===== src/rtl/rs_enc_mm.sv =====
// Multi-mode systematic RS encoder over GF(2^10): mode 0 = RS(528,514), mode 1 = RS(544,514).
// Gapped input, back-to-back codeword output, registered outputs with sop/eop framing and err pulse.
module rs_enc_mm #(
  parameter int SYM_W   = 10,
  parameter int K       = 514,
  parameter int NPAR_KR = 14,
  parameter int NPAR_KP = 30
) (
  input  logic             clk,
  input  logic             rst,
  input  logic             mode,
  input  logic             sop,
  input  logic             valid_in,
  input  logic [SYM_W-1:0] data_in,
  output logic             ready,
  output logic             valid_out,
  output logic [SYM_W-1:0] data_out,
  output logic             sop_out,
  output logic             eop_out,
  output logic             err
);
  localparam int CW = $clog2(K + 1);
  localparam int PW = $clog2(NPAR_KP);
  localparam logic [CW-1:0]    K_LAST  = CW'(K - 1);
  localparam logic [PW-1:0]    LAST_KR = PW'(NPAR_KR - 1);
  localparam logic [PW-1:0]    LAST_KP = PW'(NPAR_KP - 1);
  localparam logic [SYM_W-1:0] POLY_LO = SYM_W'(11'h409);
  localparam logic [SYM_W-1:0] ALPHA   = SYM_W'(2);
  localparam logic [SYM_W-1:0] ONE     = SYM_W'(1);

  typedef logic [NPAR_KP-1:0][SYM_W-1:0] regs_t;
  typedef enum logic [1:0] {IDLE, DATA, PARITY} state_t;

  function automatic logic [SYM_W-1:0] gmul(input logic [SYM_W-1:0] a, input logic [SYM_W-1:0] b);
    logic [SYM_W-1:0] p, x;
    p = '0;
    x = a;
    for (int i = 0; i < SYM_W; i++) begin
      if (b[i]) p = p ^ x;
      x = x[SYM_W-1] ? ((x << 1) ^ POLY_LO) : (x << 1);
    end
    return p;
  endfunction

  // Expands prod (x + alpha^i), i < p; the monic top term is dropped.
  function automatic regs_t gen_poly(input int p);
    logic [NPAR_KP:0][SYM_W-1:0] g;
    logic [SYM_W-1:0] root;
    regs_t res;
    g = '0;
    g[0] = ONE;
    root = ONE;
    for (int i = 0; i < p; i++) begin
      for (int j = NPAR_KP; j > 0; j--) g[j] = g[j-1] ^ gmul(g[j], root);
      g[0] = gmul(g[0], root);
      root = gmul(root, ALPHA);
    end
    res = '0;
    for (int j = 0; j < NPAR_KP; j++) if (j < p) res[j] = g[j];
    return res;
  endfunction

  localparam regs_t G_KR = gen_poly(NPAR_KR);
  localparam regs_t G_KP = gen_poly(NPAR_KP);

  state_t           state, state_nx;
  logic             mode_q, mode_nx;
  logic [CW-1:0]    cnt, cnt_nx;
  logic [PW-1:0]    pcnt, pcnt_nx;
  regs_t            r, r_nx, base, upd, shft;
  logic             use_mode, acc;
  logic [SYM_W-1:0] fb, do_nx;
  logic             vo_nx, so_nx, eo_nx, err_nx;

  assign ready    = (state != PARITY);
  assign acc      = valid_in && ready;
  // A sop symbol starts from a cleared LFSR with the freshly sampled mode.
  assign use_mode = sop ? mode : mode_q;
  assign base     = sop ? '0 : r;
  assign fb       = data_in ^ (use_mode ? base[NPAR_KP-1] : base[NPAR_KR-1]);

  always_comb begin
    upd  = '0;
    shft = '0;
    upd[0] = gmul(fb, use_mode ? G_KP[0] : G_KR[0]);
    for (int j = 1; j < NPAR_KP; j++) begin
      if (use_mode || j < NPAR_KR) upd[j] = base[j-1] ^ gmul(fb, use_mode ? G_KP[j] : G_KR[j]);
      if (mode_q || j < NPAR_KR) shft[j] = r[j-1];
    end
  end

  always_comb begin
    state_nx = state;
    mode_nx  = mode_q;
    cnt_nx   = cnt;
    pcnt_nx  = pcnt;
    r_nx     = r;
    vo_nx    = 1'b0;
    do_nx    = '0;
    so_nx    = 1'b0;
    eo_nx    = 1'b0;
    err_nx   = 1'b0;
    case (state)
      IDLE, DATA: if (acc) begin
        if (sop) begin
          state_nx = DATA;
          mode_nx  = mode;
          cnt_nx   = CW'(1);
          r_nx     = upd;
          vo_nx    = 1'b1;
          do_nx    = data_in;
          so_nx    = 1'b1;
          err_nx   = (state == DATA);
        end else if (state == IDLE) begin
          err_nx = 1'b1;
        end else begin
          r_nx   = upd;
          vo_nx  = 1'b1;
          do_nx  = data_in;
          cnt_nx = cnt + CW'(1);
          // cnt holds symbols already taken, so this one is the K-th
          if (cnt == K_LAST) begin
            state_nx = PARITY;
            pcnt_nx  = '0;
          end
        end
      end
      PARITY: begin
        vo_nx   = 1'b1;
        do_nx   = mode_q ? r[NPAR_KP-1] : r[NPAR_KR-1];
        r_nx    = shft;
        pcnt_nx = pcnt + PW'(1);
        if (pcnt == (mode_q ? LAST_KP : LAST_KR)) begin
          eo_nx    = 1'b1;
          state_nx = IDLE;
        end
      end
      default: state_nx = IDLE;
    endcase
  end

  always_ff @(posedge clk or posedge rst) begin
    if (rst) state <= IDLE;
    else     state <= state_nx;
  end

  always_ff @(posedge clk or posedge rst) begin
    if (rst) begin
      mode_q    <= 1'b0;
      cnt       <= '0;
      pcnt      <= '0;
      r         <= '0;
      valid_out <= 1'b0;
      data_out  <= '0;
      sop_out   <= 1'b0;
      eop_out   <= 1'b0;
      err       <= 1'b0;
    end else begin
      mode_q    <= mode_nx;
      cnt       <= cnt_nx;
      pcnt      <= pcnt_nx;
      r         <= r_nx;
      valid_out <= vo_nx;
      data_out  <= do_nx;
      sop_out   <= so_nx;
      eop_out   <= eo_nx;
      err       <= err_nx;
    end
  end
endmodule


===== config.mk =====
export PLATFORM = sky130hd
export DESIGN_NAME = rs_enc_mm
export DESIGN_NICKNAME = d
export VERILOG_FILES = /design/src/rtl/rs_enc_mm.sv
export SDC_FILE = /design/constraint.sdc
export NUM_CORES = 2
export LEC_CHECK = 0
export CAP_MARGIN = 30
export CORE_UTILIZATION = 62
export DETAILED_ROUTE_END_ITERATION = 12
export PLACE_DENSITY_LB_ADDON = 0.2
export REMOVE_ABC_BUFFERS = 1
export SETUP_SLACK_MARGIN = 0.4
export SLEW_MARGIN = 5
export SYNTH_ARGS = -nofsm -noshare
export SYNTH_HDL_FRONTEND = slang
export SYNTH_SLANG_ARGS = --single-unit

===== constraint.sdc =====
create_clock -name clk -period 13.3 [get_ports clk]
set_clock_uncertainty 0.2 [all_clocks]
set_input_delay 1.33 -clock clk [delete_from_list [all_inputs] [get_ports clk]]
set_output_delay 1.33 -clock clk [all_outputs]
set_load 0.01 [all_outputs]

==> summary.md <==
| Metric | Value |
|---|---|
| Clock Latency Late Sink | `0.63 ns` |
| P_leak | `0.01204 uW` |
| Tot Pwr | `8795 uW` |
| Largest net degree at the start of global routing | `143` |
| Max-cap viol count | `0` |
| CTS clk-pin slew, worst paths | `0.06 ns` |
| Clock buffer count from CTS | `39` |
| I/O Pins | `30` |
| Post-synth top area cell | `dfrtp_1` |
| TNS Setup | `0 ns` |
| H-tree levels | `2` |
| Initial DRT Pass Iterations | `9` |
| Switch Pwr | `4496 uW` |
| Post-detailed-route count of antenna-violating nets | `0` |
| Primary FF master, synth | `dfrtp_1` |
| 1st-iter DRT viols | `4587` |
| CTS Hold Bufs | `0` |
| Residual DRC count | `0` |
| Placed cell area | `27480 um2` |
| Status | `completed` |
| Antenna violations before repair | `2` |
| Top-count cell post-synth | `nor2_1` |
| Post-synthesis async set-or-reset flop share | `1.000` |
| Final setup viols | `0` |
| WL/cell | `29.50 um` |
| Setup WS pre-CTS | `7.209 ns` |
| Syn Area/Cell | `8.438 um2` |
| Clock network power share | `0.129` |
| CP Launch Type | `input port` |
| Crit share post-route | `0.4257` |
| WHS | `between 0.2 and 0.3 ns` |
| Post-DP HPWL | `roughly 69 mm` |
| CTS tree | `built` |
| Max frequency | `0.1766 GHz` |
| Gate power share | `0.662` |
| Global Route Usage Sum | `0.4888` |
| Max-slew violations | `0` |
| Worst hold path type | `reg2reg` |
| First-pass GRT wire length | `159.6 mm` |
| RePlAce Congestion | `1.077` |
| CP Capture Type | `flop` |
| Pwr Density | `304.3 nW/um2` |
| Post-CTS Setup Bufs | `0` |
| Die Wd | `210.4 um` |
| Vias | `26470` |
| Resized Gates After CTS | `0` |
| CP Data Required Time | `13.59 ns` |
| Core Footprint | `roughly 42000 um2` |
| Root Driver | `clkbuf_16` |
| Row count | `75` |
| Post-synth EDFFs | `0` |
| Num Clock Sinks | `332` |
| Switching Share | `0.5112` |
| Layout area overhead | `7.293%` |
| Worst-margin pin slew | `1.088 ns` |
| Post-synth cell types | `89` |
| Setup slack after layout | `approximately 7.6 ns` |
| Top cells by area, synth | `dfrtp_1 31%, xnor2_1 12%, xnor3_1 6.4%` |
| I/O Buffers | `29` |
| Top cell type's share of synthesized area | `0.3084` |
| Vias in the first global route | `24500` |
| Slew headroom | `0.2667` |
| Synthesized cell area | `roughly 27000 um2` |
| Maximum vdd drop | `0.1427 mV` |
| Top cells by count, synth | `424 x nor2_1, 354 x xnor2_1, 332 x dfrtp_1` |
| Layout Nets | `3072` |
| Internal | `4299 uW` |
| Final wirelength | `108.0 mm` |
| Setup CP Type | `in2reg` |
| Synthesized instance count | `3192` |
| Seq/Total Area, Yosys | `0.3084` |
| Finished Cell Area | `between 20000 and 30000 um2` |
| Clk buf depth | `3` |
| Sequential share of power | `0.209` |
| Initial Utilization | `0.6350` |
| Crit path DAT | `5.95 ns` |
| Synth Warn # | `0` |
| Die ar. | `approximately 44000 um2` |
| Grt total ovfl | `0` |
| Die Ht | `between 200 and 250 um` |
| Avg Vias per Cell | `7.231` |
| Fin crit period | `~5.7 ns` |
| Hold Vio Cnt, Final | `0` |
| Share of post-route cells with drive strength above 1 | `0.07463` |
| Maximum fanout along the worst path | `90` |
| Seq cells post-synth | `roughly 330` |
| RSZ-0062 raised after global routing | `false` |
flip-flops by register name, summed over array words and instances, names as in the netlist:
signal	flops
r	300
cnt	10
data_out	10
pcnt	5
state	2
eop_out	1
err	1
mode_q	1
sop_out	1
valid_out	1
path summary, 6_finish.rpt:
kind | end | start | slack (ns) | depth (start not counted)
max | r[292] | sop | 7.64 | 12
max reg2reg | r[97] | mode_q | 8.06 | 12
min reg2reg | state[0] | state[1] | 0.27 | 1
min | state[0] | state[1] | 0.27 | 1
min in group asynchronous | r[39] | rst | 0.91 | 2
max in group asynchronous | r[200] | rst | 10.83 | 3
per-stage QoR:
step,util,instances
finish,0.6813,3660
floorplan,-,2911
global placement,0.6458,3575
detailed placement,0.6478,3581
CTS,0.6783,3651
global route,0.6813,3659
layout make-up:
| cell class | count | area [um2] |
|---|---|---|
| Tap cell | 577 | 721.9 |
| Inverter | 32 | 142.6 |
| Fill cell | 3425 | 13520 |
| Sequential cell | 332 | 8308 |
| Clock inverter | 19 | 215.2 |
| Clock buffer | 51 | 1081 |
| Multi-Input combinational cell | 2547 | 17470 |
| Timing Repair Buffer | 101 | 962.2 |
| Antenna cell | 1 | 2.502 |
power groups by stage:
stage | Combinational (uW) | Clock [uW] | Sequential, uW
after global routing | 6000 | 1170 | 1870
after CTS | 5500 | 1130 | 1810
final | 5830 | 1130 | 1840
after global placement | 5330 | 0 | 1790
after floorplan | 3840 | 0 | 1680
after detailed placement | 5460 | 0 | 1820
worst max-delay path: stages:
cell and delay, ns:
buf_4 0.40, inv_8 0.33, buf_4 0.38, nand2_1 0.23, and2_4 0.62, buf_4 0.72
nor2_4 0.04, nand2_2 0.49, buf_4 0.65, o21ai_0 0.24, a221oi_1 0.34, nor2_1 0.06
metal layers:
| layer | up-vias | share of wire | GRT usage |
|---|---|---|---|
| met2 | 2030 | 0.41 | 0.6858 |
| met5 | - | 0.00021 | 0 |
| met3 | 514 | 0.15 | 0.1879 |
| met4 | 4 | 0.075 | 0.2976 |
| li1 | 11120 | - | - |
| met1 | 12800 | 0.36 | 0.6350 |
logic make-up (layout without fill, tap and decap cells):
group	after synthesis	after routing	share of synthesized area
buf+inv	313	203	0.04789
simple gates	1028	1028	0.1694
flops	332	332	0.3084
other cells	0	1	0
fa+ha+maj	4	4	0.001858
mux	66	66	0.02518
compound gates	925	925	0.2290
xor+xnor	524	524	0.2182
placed cells by master, fill, tap and decap left out, types with 11 or more instances in the layout:
| master | n |
|---|---|
| nor2_1 | 418 |
| xnor2_1 | 350 |
| dfrtp_1 | 332 |
| nand2_1 | 322 |
| a21oi_1 | 234 |
| o21ai_0 | 213 |
| a221oi_1 | 139 |
| xnor3_1 | 77 |
| xor2_1 | 73 |
| buf_4 | 62 |
| nand3_1 | 61 |
| mux2i_1 | 58 |
| o211ai_1 | 56 |
| a211oi_1 | 45 |
| nor3_1 | 45 |
| and3_1 | 39 |
| clkbuf_16 | 39 |
| inv_1 | 28 |
| clkdlybuf4s50_1 | 28 |
| a32oi_1 | 25 |
| o31ai_1 | 23 |
| nor2b_1 | 22 |
| or3_1 | 19 |
| o41ai_1 | 18 |
| a31oi_1 | 18 |
| o22ai_1 | 17 |
| xnor2_2 | 14 |
| nand2b_1 | 13 |
| nand4_1 | 13 |
| a211o_1 | 13 |
| a41oi_1 | 13 |
| o21a_1 | 12 |
| and2_1 | 12 |
| a22oi_1 | 11 |
Power figures use the tool's default switching activity.
